--- config.mk ---
export PLATFORM = sky130hd
export DESIGN_NAME = dualedge_pipe
export DESIGN_NICKNAME = d
export VERILOG_FILES = /design/src/rtl/dualedge_pkg.sv /design/src/rtl/dualedge_ff.sv /design/src/rtl/dualedge_pipe.sv
export SDC_FILE = /design/constraint.sdc
export NUM_CORES = 1
export LEC_CHECK = 0
export BUFFER_PORTS_ARGS = -buffer_cell sky130_fd_sc_hd__buf_2
export CORE_MARGIN = 1.5
export CORE_UTILIZATION = 40
export CTS_BUF_LIST = sky130_fd_sc_hd__clkbuf_4 sky130_fd_sc_hd__clkbuf_8 sky130_fd_sc_hd__clkbuf_16
export DETAILED_ROUTE_END_ITERATION = 10
export GPL_ROUTABILITY_DRIVEN = 0
export PLACE_DENSITY_LB_ADDON = 0.15
export SLEW_MARGIN = 25
export SYNTH_ARGS = -nofsm -noshare
export SYNTH_HDL_FRONTEND = slang
export SYNTH_SLANG_ARGS = --single-unit
export TNS_END_PERCENT = 5
--- constraint.sdc ---
create_clock -name clk -period 1.25 [get_ports clk]
set_input_delay 0 -clock clk [delete_from_list [all_inputs] [get_ports clk]]
set_output_delay 0 -clock clk [all_outputs]
set_load 0.005 [all_outputs]
--- src/rtl/dualedge_pkg.sv ---
// Shared mode encodings and edge-enable decode for the dual-edge pipeline.
package dualedge_pkg;

    typedef enum logic [1:0] {
        MODE_HOLD = 2'b00,
        MODE_POS  = 2'b01,
        MODE_NEG  = 2'b10,
        MODE_BOTH = 2'b11
    } mode_e;

    function automatic logic mode_pos_en(input logic [1:0] m);
        return (m == MODE_POS) || (m == MODE_BOTH);
    endfunction

    function automatic logic mode_neg_en(input logic [1:0] m);
        return (m == MODE_NEG) || (m == MODE_BOTH);
    endfunction

endpackage

--- src/rtl/dualedge_ff.sv ---
// Dual-edge register: a rising bank and a falling bank whose XOR is the stored value,
// so each edge updates only its own bank without touching the clock.
module dualedge_ff #(
    parameter int unsigned WIDTH = 8
) (
    input  logic             clk,
    input  logic             areset_n,
    input  logic             pos_en,
    input  logic             neg_en,
    input  logic [WIDTH-1:0] d,
    output logic [WIDTH-1:0] q
);

    logic [WIDTH-1:0] pos_q;
    logic [WIDTH-1:0] neg_q;

    // Each bank stores d XOR the other bank so that pos_q ^ neg_q == d after its edge.
    always_ff @(posedge clk or negedge areset_n) begin
        if (!areset_n) begin
            pos_q <= '0;
        end else if (pos_en) begin
            pos_q <= d ^ neg_q;
        end
    end

    always_ff @(negedge clk or negedge areset_n) begin
        if (!areset_n) begin
            neg_q <= '0;
        end else if (neg_en) begin
            neg_q <= d ^ pos_q;
        end
    end

    assign q = pos_q ^ neg_q;

endmodule

--- src/rtl/dualedge_pipe.sv ---
// Dual-edge delay line of DEPTH stages with fill tracking; optional edge counter
// enabled by the DUALEDGE_PIPE_CNT_EN macro.
module dualedge_pipe
    import dualedge_pkg::*;
#(
    parameter int unsigned WIDTH = 8,
    parameter int unsigned DEPTH = 4,
    parameter int unsigned CNT_W = 16
) (
    input  logic             clk,
    input  logic             areset_n,
    input  logic [1:0]       mode,
    input  logic [WIDTH-1:0] d,
    output logic [WIDTH-1:0] q,
    output logic             primed
`ifdef DUALEDGE_PIPE_CNT_EN
    ,
    output logic [CNT_W-1:0] edge_cnt
`endif
);

    localparam int unsigned FillW = $clog2(DEPTH + 1);

    if (WIDTH < 1 || WIDTH > 64) begin : g_bad_width
        $error("dualedge_pipe: WIDTH must be 1..64");
    end
    if (DEPTH < 1 || DEPTH > 16) begin : g_bad_depth
        $error("dualedge_pipe: DEPTH must be 1..16");
    end
    if (CNT_W < 1) begin : g_bad_cnt_w
        $error("dualedge_pipe: CNT_W must be at least 1");
    end

    // mode is sampled by every bank at its own edge, so a mode change only
    // affects edges after it has settled.
    logic pos_en;
    logic neg_en;

    assign pos_en = mode_pos_en(mode);
    assign neg_en = mode_neg_en(mode);

    logic [WIDTH-1:0] stage_q [DEPTH];

    for (genvar i = 0; i < DEPTH; i++) begin : g_stage
        logic [WIDTH-1:0] stage_d;

        if (i == 0) begin : g_head
            assign stage_d = d;
        end else begin : g_link
            assign stage_d = stage_q[i-1];
        end

        dualedge_ff #(
            .WIDTH (WIDTH)
        ) u_ff (
            .clk      (clk),
            .areset_n (areset_n),
            .pos_en   (pos_en),
            .neg_en   (neg_en),
            .d        (stage_d),
            .q        (stage_q[i])
        );
    end

    assign q = stage_q[DEPTH-1];

    logic [FillW-1:0] fill_q;
    logic [FillW-1:0] fill_d;
    logic             fill_full;

    assign fill_full = (fill_q == FillW'(DEPTH));

    always_comb begin
        fill_d = fill_q;
        if (!fill_full) begin
            fill_d = fill_q + FillW'(1);
        end
    end

    dualedge_ff #(
        .WIDTH (FillW)
    ) u_fill (
        .clk      (clk),
        .areset_n (areset_n),
        .pos_en   (pos_en),
        .neg_en   (neg_en),
        .d        (fill_d),
        .q        (fill_q)
    );

    // Fill count saturates, so primed stays high until the next reset.
    assign primed = fill_full;

`ifdef DUALEDGE_PIPE_CNT_EN
    logic [CNT_W-1:0] cnt_q;
    logic [CNT_W-1:0] cnt_d;

    assign cnt_d = cnt_q + CNT_W'(1);

    dualedge_ff #(
        .WIDTH (CNT_W)
    ) u_cnt (
        .clk      (clk),
        .areset_n (areset_n),
        .pos_en   (pos_en),
        .neg_en   (neg_en),
        .d        (cnt_d),
        .q        (cnt_q)
    );

    assign edge_cnt = cnt_q;
`endif

endmodule

==> results of run 1 <==
cells by family after synthesis:
family,share of synthesized area [%]
XOR/XNOR,29.4
flip-flops,47.5
multiplexers,14.9
AO/OA/AOI/OAI,3.33
AND/OR/NAND/NOR,2.41
buffers and inverters,1.80
adder cells (fa/ha/maj),0.679
final timing paths:
check | from | end | slack [ps] | cells after the start
hold / removal | areset_n | g_stage[2].u_ff.pos_q[5]$_DFFE_PN0P_ | 40 | 2
setup / recovery | u_fill.neg_q[0]$_DFFE_NN0P_ | primed | -830 | 7
max in group asynchronous | areset_n | g_stage[3].u_ff.neg_q[3]$_DFFE_NN0P_ | 170 | 3
setup reg to reg | u_fill.pos_q[1]$_DFFE_PN0P_ | u_fill.neg_q[2]$_DFFE_NN0P_ | -800 | 6
hold reg to reg | g_stage[3].u_ff.neg_q[6]$_DFFE_NN0P_ | g_stage[3].u_ff.neg_q[6]$_DFFE_NN0P_ | 590 | 2
min in group clk | mode[0] | g_stage[0].u_ff.pos_q[2]$_DFFE_PN0P_ | 170 | 3
cells in the mapped netlist:
cell | number | area, µm²
xnor2_1 | 70 | 613
mux2_2 | 48 | 541
dfrtn_1 | 35 | 876
dfrtp_1 | 35 | 876
xnor2_2 | 24 | 390
nor2_1 | 20 | 75.1
a21oi_1 | 18 | 90.1
xor2_1 | 9 | 78.8
buf_2 | 8 | 40.0
inv_1 | 3 | 11.3
buf_4 | 2 | 15.0
ha_1 | 2 | 25.0
nand2_1 | 2 | 7.51
o21ai_0 | 2 | 10.0
a31oi_1 | 1 | 6.26
a41oi_1 | 1 | 8.76
mux2i_1 | 1 | 10.0
nand2b_1 | 1 | 6.26
o31ai_1 | 1 | 7.51
per-stage QoR:
step | area, µm² | total power [mW]
floorplan | 3710 | 9.93
global placement | 4530 | 12.4
detailed placement | 4530 | 12.6
CTS | 4960 | 14.9
global route | 5060 | 16.4
finish | 5060 | 15.2
layout make-up:
cell class | instances | area share [%]
multi-input combinational | 200 | 40.3
sequential | 70 | 34.6
timing repair buffer | 118 | 18.7
clock buffer | 14 | 3.44
tap | 108 | 2.67
inverter | 3 | 0.222
clock inverter | 1 | 0.0989
power breakdown:
part	internal (mW)	leakage (nW)	switching (mW)
Combinational	6.00	1.33	3.14
Clock	0.884	0.0968	0.779
Sequential	3.42	0.807	0.977
Total	10.3	2.23	4.90
critical path, stage by stage (launching register included):
cell and delay, ps:
dfrtn_1 460, xor2_2 180, inv_2 60, ha_4 160, inv_2 50, buf_6 80, nor2_1 30, buf_2 110
repair_timing:
| item | in CTS | in global routing |
|---|---|---|
| endpoints found under the hold margin | 43 | 0 |
| gates resized for setup | 21 | 16 |
| setup endpoints to repair | 79 | 79 |
| hold buffers | 9 | 0 |
| buffers inserted | 8 | 2 |
| pin swaps | 19 | 12 |
flip-flops by register name, summed over array words and instances (netlist names):
| signal | cells |
|---|---|
| u_fill.neg_q | 3 |
| g_stage.u_ff.neg_q | 32 |
| u_fill.pos_q | 3 |
| g_stage.u_ff.pos_q | 32 |
cell usage in the layout (no fill, tap or decap):
master,count
clkinv_2,1
a21oi_1,16
clkbuf_8,11
mux2i_1,1
inv_2,3
dlygate4sd3_1,9
o21ai_2,2
nand2_4,1
buf_4,73
o31ai_1,1
mux2_2,47
dfrtn_1,35
xnor2_1,59
mux2_4,1
dfrtp_1,35
a21oi_2,2
xor2_1,8
xnor2_4,2
nor2_1,20
a41oi_1,1
buf_6,13
clkbuf_4,3
a31oi_2,1
xnor2_2,33
ha_4,2
buf_2,20
buf_12,3
nand2_1,1
xor2_2,1
nand2b_1,1
per-layer routing:
metal	wire (µm)	track usage (%)	vias up
li1	-	-	1180
met1	2890	18.7	1098
met2	3020	23.2	22
met3	141	3.12	9
met4	129	6.59	0
met5	0	0	-
==> metrics.yaml, run 1 <==
fin_ws_ps: -828
syn_nets: 297
nets: 416
die_w_um: 99.0
synth_seq_cells: 70
antenna_found_initial: 0
critPathKind: "reg2out"
clk_path_buf_depth: 2
port_buffers: 20
outcome: "finished with violations"
violations: "DRC, setup timing"
diodes: 0
dp_hpwl_mm: 4.10
viasPerCell: 4.49
critPathMaxFanout: 2
die_area_um2: 9800
drv_cap: 0
routed_wl_mm: 6.18
grt_max_degree: 45
core.rowCount: 34
wl_per_cell_um: 12.0
dpl_worst_slack_ps: -733
final_core_util_pct: 57.5
slew_violations: 0
syn_area_per_cell_um2: 13.0
multi_input_area_um2: 2040
placed_cells: 482
drc: 5
clk_pin_slew_ps: 70
irDropWorstVdd_uv: 1050
grt_pass1_vias: 2428
end_kind: "output port"
track_usage_pct: 14.4
die_y_um: 99.0
clock_latency_ps: 330
skew_ps: 13.6
syn_inst: 283
worstPathRequired_ps: 1250
vias: 2309
start_util_pct: 41.9
n_fill_cell: 780
syn_area_um2: 3690
rsz0062_at_grt: "true"
worstPathArrival_ps: 2080
seq_area_frac_synth_pct: 47.5
final_cells: 514
setup_viol: 79
synth_cell_types: 19
htree_levels: 3
pwr_density_cell_nw_per_um2: 3000
hold_path_class: "in2async"
firstDrtPassIters: 6
cts_sinks: 70
core-area_um2: 8810
regArea_um2: 1750
drt_iter0_drc: 41
ant_nets: 0
finalSetupTns_ps: -35440
cts_made_buffers: 9
critPathLaunchType: "register"
cts_tree: "built"
grt_pass1_wl_mm: 11.1
drive_above_1_share_pct: 53.9
max_slew_margin_pct: 80.6
ios: 21
grt-ovfl-total: 0
hold_viol: 0
cts_root_buffer: "clkbuf_8"
hold_slack_ps: 38.3
worst_pin_slew_ps: 290
ys_warn_count: 0
p_leak_nw: 2.23
area_growth_pct: 37.3
(Power assumes the default switching activity.)
==> run 2: changes to the inputs <==
--- a/config.mk
+++ b/config.mk
@@ -5,6 +5,7 @@
 export SDC_FILE = /design/constraint.sdc
 export NUM_CORES = 1
 export LEC_CHECK = 0
+export ABC_AREA = 1
 export BUFFER_PORTS_ARGS = -buffer_cell sky130_fd_sc_hd__buf_2
 export CORE_MARGIN = 1.5
 export CORE_UTILIZATION = 40
==> run 2 against run 1 <==
  * The run ends with setup timing left
  * Non-clock buffer count fell by 19
  * Global-route usage rose by 3.0 points
  * Die area rose by 0.50%
  * Area after synthesis rose by 0.51%
  * Worst hold slack got worse by 24 ps
  * Total power fell by 14%
  * Setup slack improved by 1.6 ps
  * Clock-buffer cell count fell by 2
  * Highest routed layer unchanged
==> metrics.yaml, run 2 <==
outcome: "finished with violations"
violations: "setup timing"
syn_area_per_cell_um2: 8.33  # -36%
synth-xor-area-share_pct: 16.0  # -13 points
ys_async_sr_fraction_pct: 100  # unchanged
start_util_pct: 41.9  # about the same
min_from: "d[7]"
synth-compound-area-share_pct: 8.91  # +5.6 points
dp_hpwl_mm: 4.92  # +20%
n_fill_cell: 805  # +3.2%
firstDrtPassIters: 4  # -2
wl_per_cell_um: 11.4  # -5.6%
critPathLaunchType: "register"
synthTopCellsByArea: "dfrtn_1 (24%), dfrtp_1 (24%), nand2_1 (18%)"
worst-r2r-cell-count: 10  # +4
dpl_worst_slack_ps: -782  # -49.2 ps
setup_viol: 79  # unchanged
synthTopCellsByCount: "nand2_1 (174), o21ai_1 (60), nor2_1 (48), dfrtn_1 (35), dfrtp_1 (35)"
core.rowCount: 34  # unchanged
drt_iter0_drc: 151  # +270%
placed_cells: 628  # +30%
viasPerCell: 4.65  # +3.5%
synth-edff-count: 0  # unchanged
grt-ovfl-total: 0  # unchanged
reg_top3: "g_stage.u_ff.neg_q x32, g_stage.u_ff.pos_q x32"
die_area_um2: 9850  # +0.50%
syn_area_um2: 3710  # +0.51%
die_w_um: 99.3  # +0.25%
drv_cap: 0  # unchanged
hold_slack_ps: 14.3  # -24.0 ps
synth_cell_types: 17  # -2
critPathMaxFanout: 2  # unchanged
skew_ps: 16.7  # +3.03 ps
end_kind: "output port"
slew_violations: 0  # unchanged
final_common_cell: "nand2_1"
mostFrequentLayoutCells: "nand2_1 (173), o21ai_1 (64), buf_4 (55), nor2_1 (48)"
seq_area_frac_synth_pct: 47.3  # -0.24 points
diodes: 0  # unchanged
r2r-start: "u_fill.pos_q[1]$_DFFE_PN0P_"
area_growth_pct: 33.9
hold_depth: 3
synth.largest_area_cell: "dfrtn_1"
grt_pass1_wl_mm: 13.6  # +22%
p_leak_nw: 2.41  # +7.9%
drc: 0  # -5
yosysTopAreaCellShare_pct: 23.6  # -0.12 points
synth_top_family_by_area: "simple AND/OR/NAND/NOR gates"
final_core_util_pct: 56.1  # -1.4 points
track_usage_pct: 17.4  # +3.0 points
clk_pin_slew_ps: 60  # about the same
routed_wl_mm: 7.43  # +20%
hold_path_class: "in2reg"
final_cells: 654  # +27%
port_buffers: 20  # unchanged
synthAdderAreaFrac_pct: 0.675  # -0.0034 points
synth_seq_cells: 70  # unchanged
cts_root_buffer: "clkbuf_8"
worstPathArrival_ps: 2080  # about the same
nets: 555  # +33%
antenna_found_initial: 0  # unchanged
fin_area_um2: 4960  # -1.9%
cts_tree: "built"
htree_levels: 3  # unchanged
ys_warn_count: 0  # unchanged
post_dp_cell_area_um2: 4460  # -1.6%
synth-main-ff-cell: "dfrtp_1"
irDropWorstVdd_uv: 1360  # +29%
clk_path_buf_depth: 2  # unchanged
hold_viol: 0  # unchanged
clock_latency_ps: 340  # about the same
core-area_um2: 8850  # +0.48%
drive_above_1_share_pct: 27.8  # -26 points
ios: 21  # unchanged
rsz0062_at_grt: "true"
ant_nets: 0  # unchanged
max_slew_margin_pct: 76.7  # -3.9 points
vias: 3042  # +32%
reg2reg_slack_ps: -770  # +30 ps
grt_max_degree: 45  # unchanged
die_y_um: 99.3  # +0.25%
grt_pass1_vias: 3063  # +26%
min_to: "g_stage[0].u_ff.pos_q[7]$_DFFE_PN0P_"
synthSimpleGateAreaFrac_pct: 24.2  # +22 points
critPathKind: "reg2out"
worstPathRequired_ps: 1250  # about the same
worst_pin_slew_ps: 350  # +60.3 ps
r2r_end: "u_fill.neg_q[2]$_DFFE_NN0P_"
cts_sinks: 70  # unchanged
fin_ws_ps: -827  # +1.56 ps
syn_inst: 445  # +57%
pwr_density_cell_nw_per_um2: 2630  # -12%
cts_made_buffers: 9  # unchanged
yosysMostFrequentCell: "nand2_1"
syn_nets: 459  # +55%
muxShareOfSynthArea_pct: 0  # -15 points
==> run 2: worst max-delay path, cell delays in order (launching register included) <==
cell and delay (ps):
dfrtn_1 450, xor2_2 170, inv_1 60, ha_2 200, nand3_2 80, inv_1 40
buf_2 110
==> run 2: cells by family (layout without fill, tap and decap cells) <==
group	count (synthesis)	count (layout)
fa+ha+maj	2	2
flops	70	70
xor+xnor	54	54
buf+inv	22	123
simple gates	231	231
compound gates	66	66
==> run 2: metrics by stage <==
| step | power, mW | TNS [ps] |
|---|---|---|
| 2_1_floorplan | 8.28 | -20910 |
| 3_3_place_gp | 10.4 | -24910 |
| 3_5_place_dp | 10.7 | -26410 |
| 4_1_cts | 13.1 | -29630 |
| 5_1_grt | 14.3 | -34760 |
| 6_report | 13.1 | -29050 |
==> run 2: per-layer routing <==
layer | track usage (%) | routed length (µm) | vias up
met4 | 5.42 | 78 | 0
met1 | 21.3 | 3360 | 1423
met2 | 30.2 | 3770 | 40
li1 | - | - | 1572
met3 | 4.43 | 222 | 7
met5 | 0 | 0 | -
==> run 2: layout make-up <==
class / instances / area (µm²) / area share [%]
clock buffers: 12 / 153 / 3.08
clock inverters: 4 / 70.1 / 1.41
well taps: 108 / 135 / 2.72
inverters: 8 / 30.0 / 0.605
repair buffers: 99 / 825 / 16.6
flip-flops and latches: 70 / 1750 / 35.3
multi-input cells: 353 / 2000 / 40.3
==> run 2: where the power goes <==
part           total (mW)  internal, mW  switching (mW)  leakage (nW)
sequential           4.41          3.35            1.06         0.842
combinational        6.63          3.46            3.17          1.45
clock                2.03          1.22           0.813         0.117
total                13.1          8.03            5.04          2.41
==> run 2: worst max-delay path by stage <==
stage | end | depth (start not counted) | startpoint
floorplan | u_fill.neg_q[2]$_DFFE_NN0P_ | 10 | u_fill.pos_q[1]$_DFFE_PN0P_
global placement | u_fill.neg_q[2]$_DFFE_NN0P_ | 9 | u_fill.pos_q[1]$_DFFE_PN0P_
detailed placement | u_fill.neg_q[2]$_DFFE_NN0P_ | 9 | u_fill.pos_q[0]$_DFFE_PN0P_
CTS | primed | 6 | u_fill.neg_q[1]$_DFFE_NN0P_
global route | primed | 6 | u_fill.neg_q[1]$_DFFE_NN0P_
finish | primed | 6 | u_fill.neg_q[1]$_DFFE_NN0P_
==> run 2: what timing repair did <==
action	in CTS	in global routing
pin swaps	14	16
endpoints found under the hold margin	42	1
cloned	0	0
endpoints found under the setup margin	79	79
buffers inserted	1	0
resized for setup	30	5
hold buffers	8	1
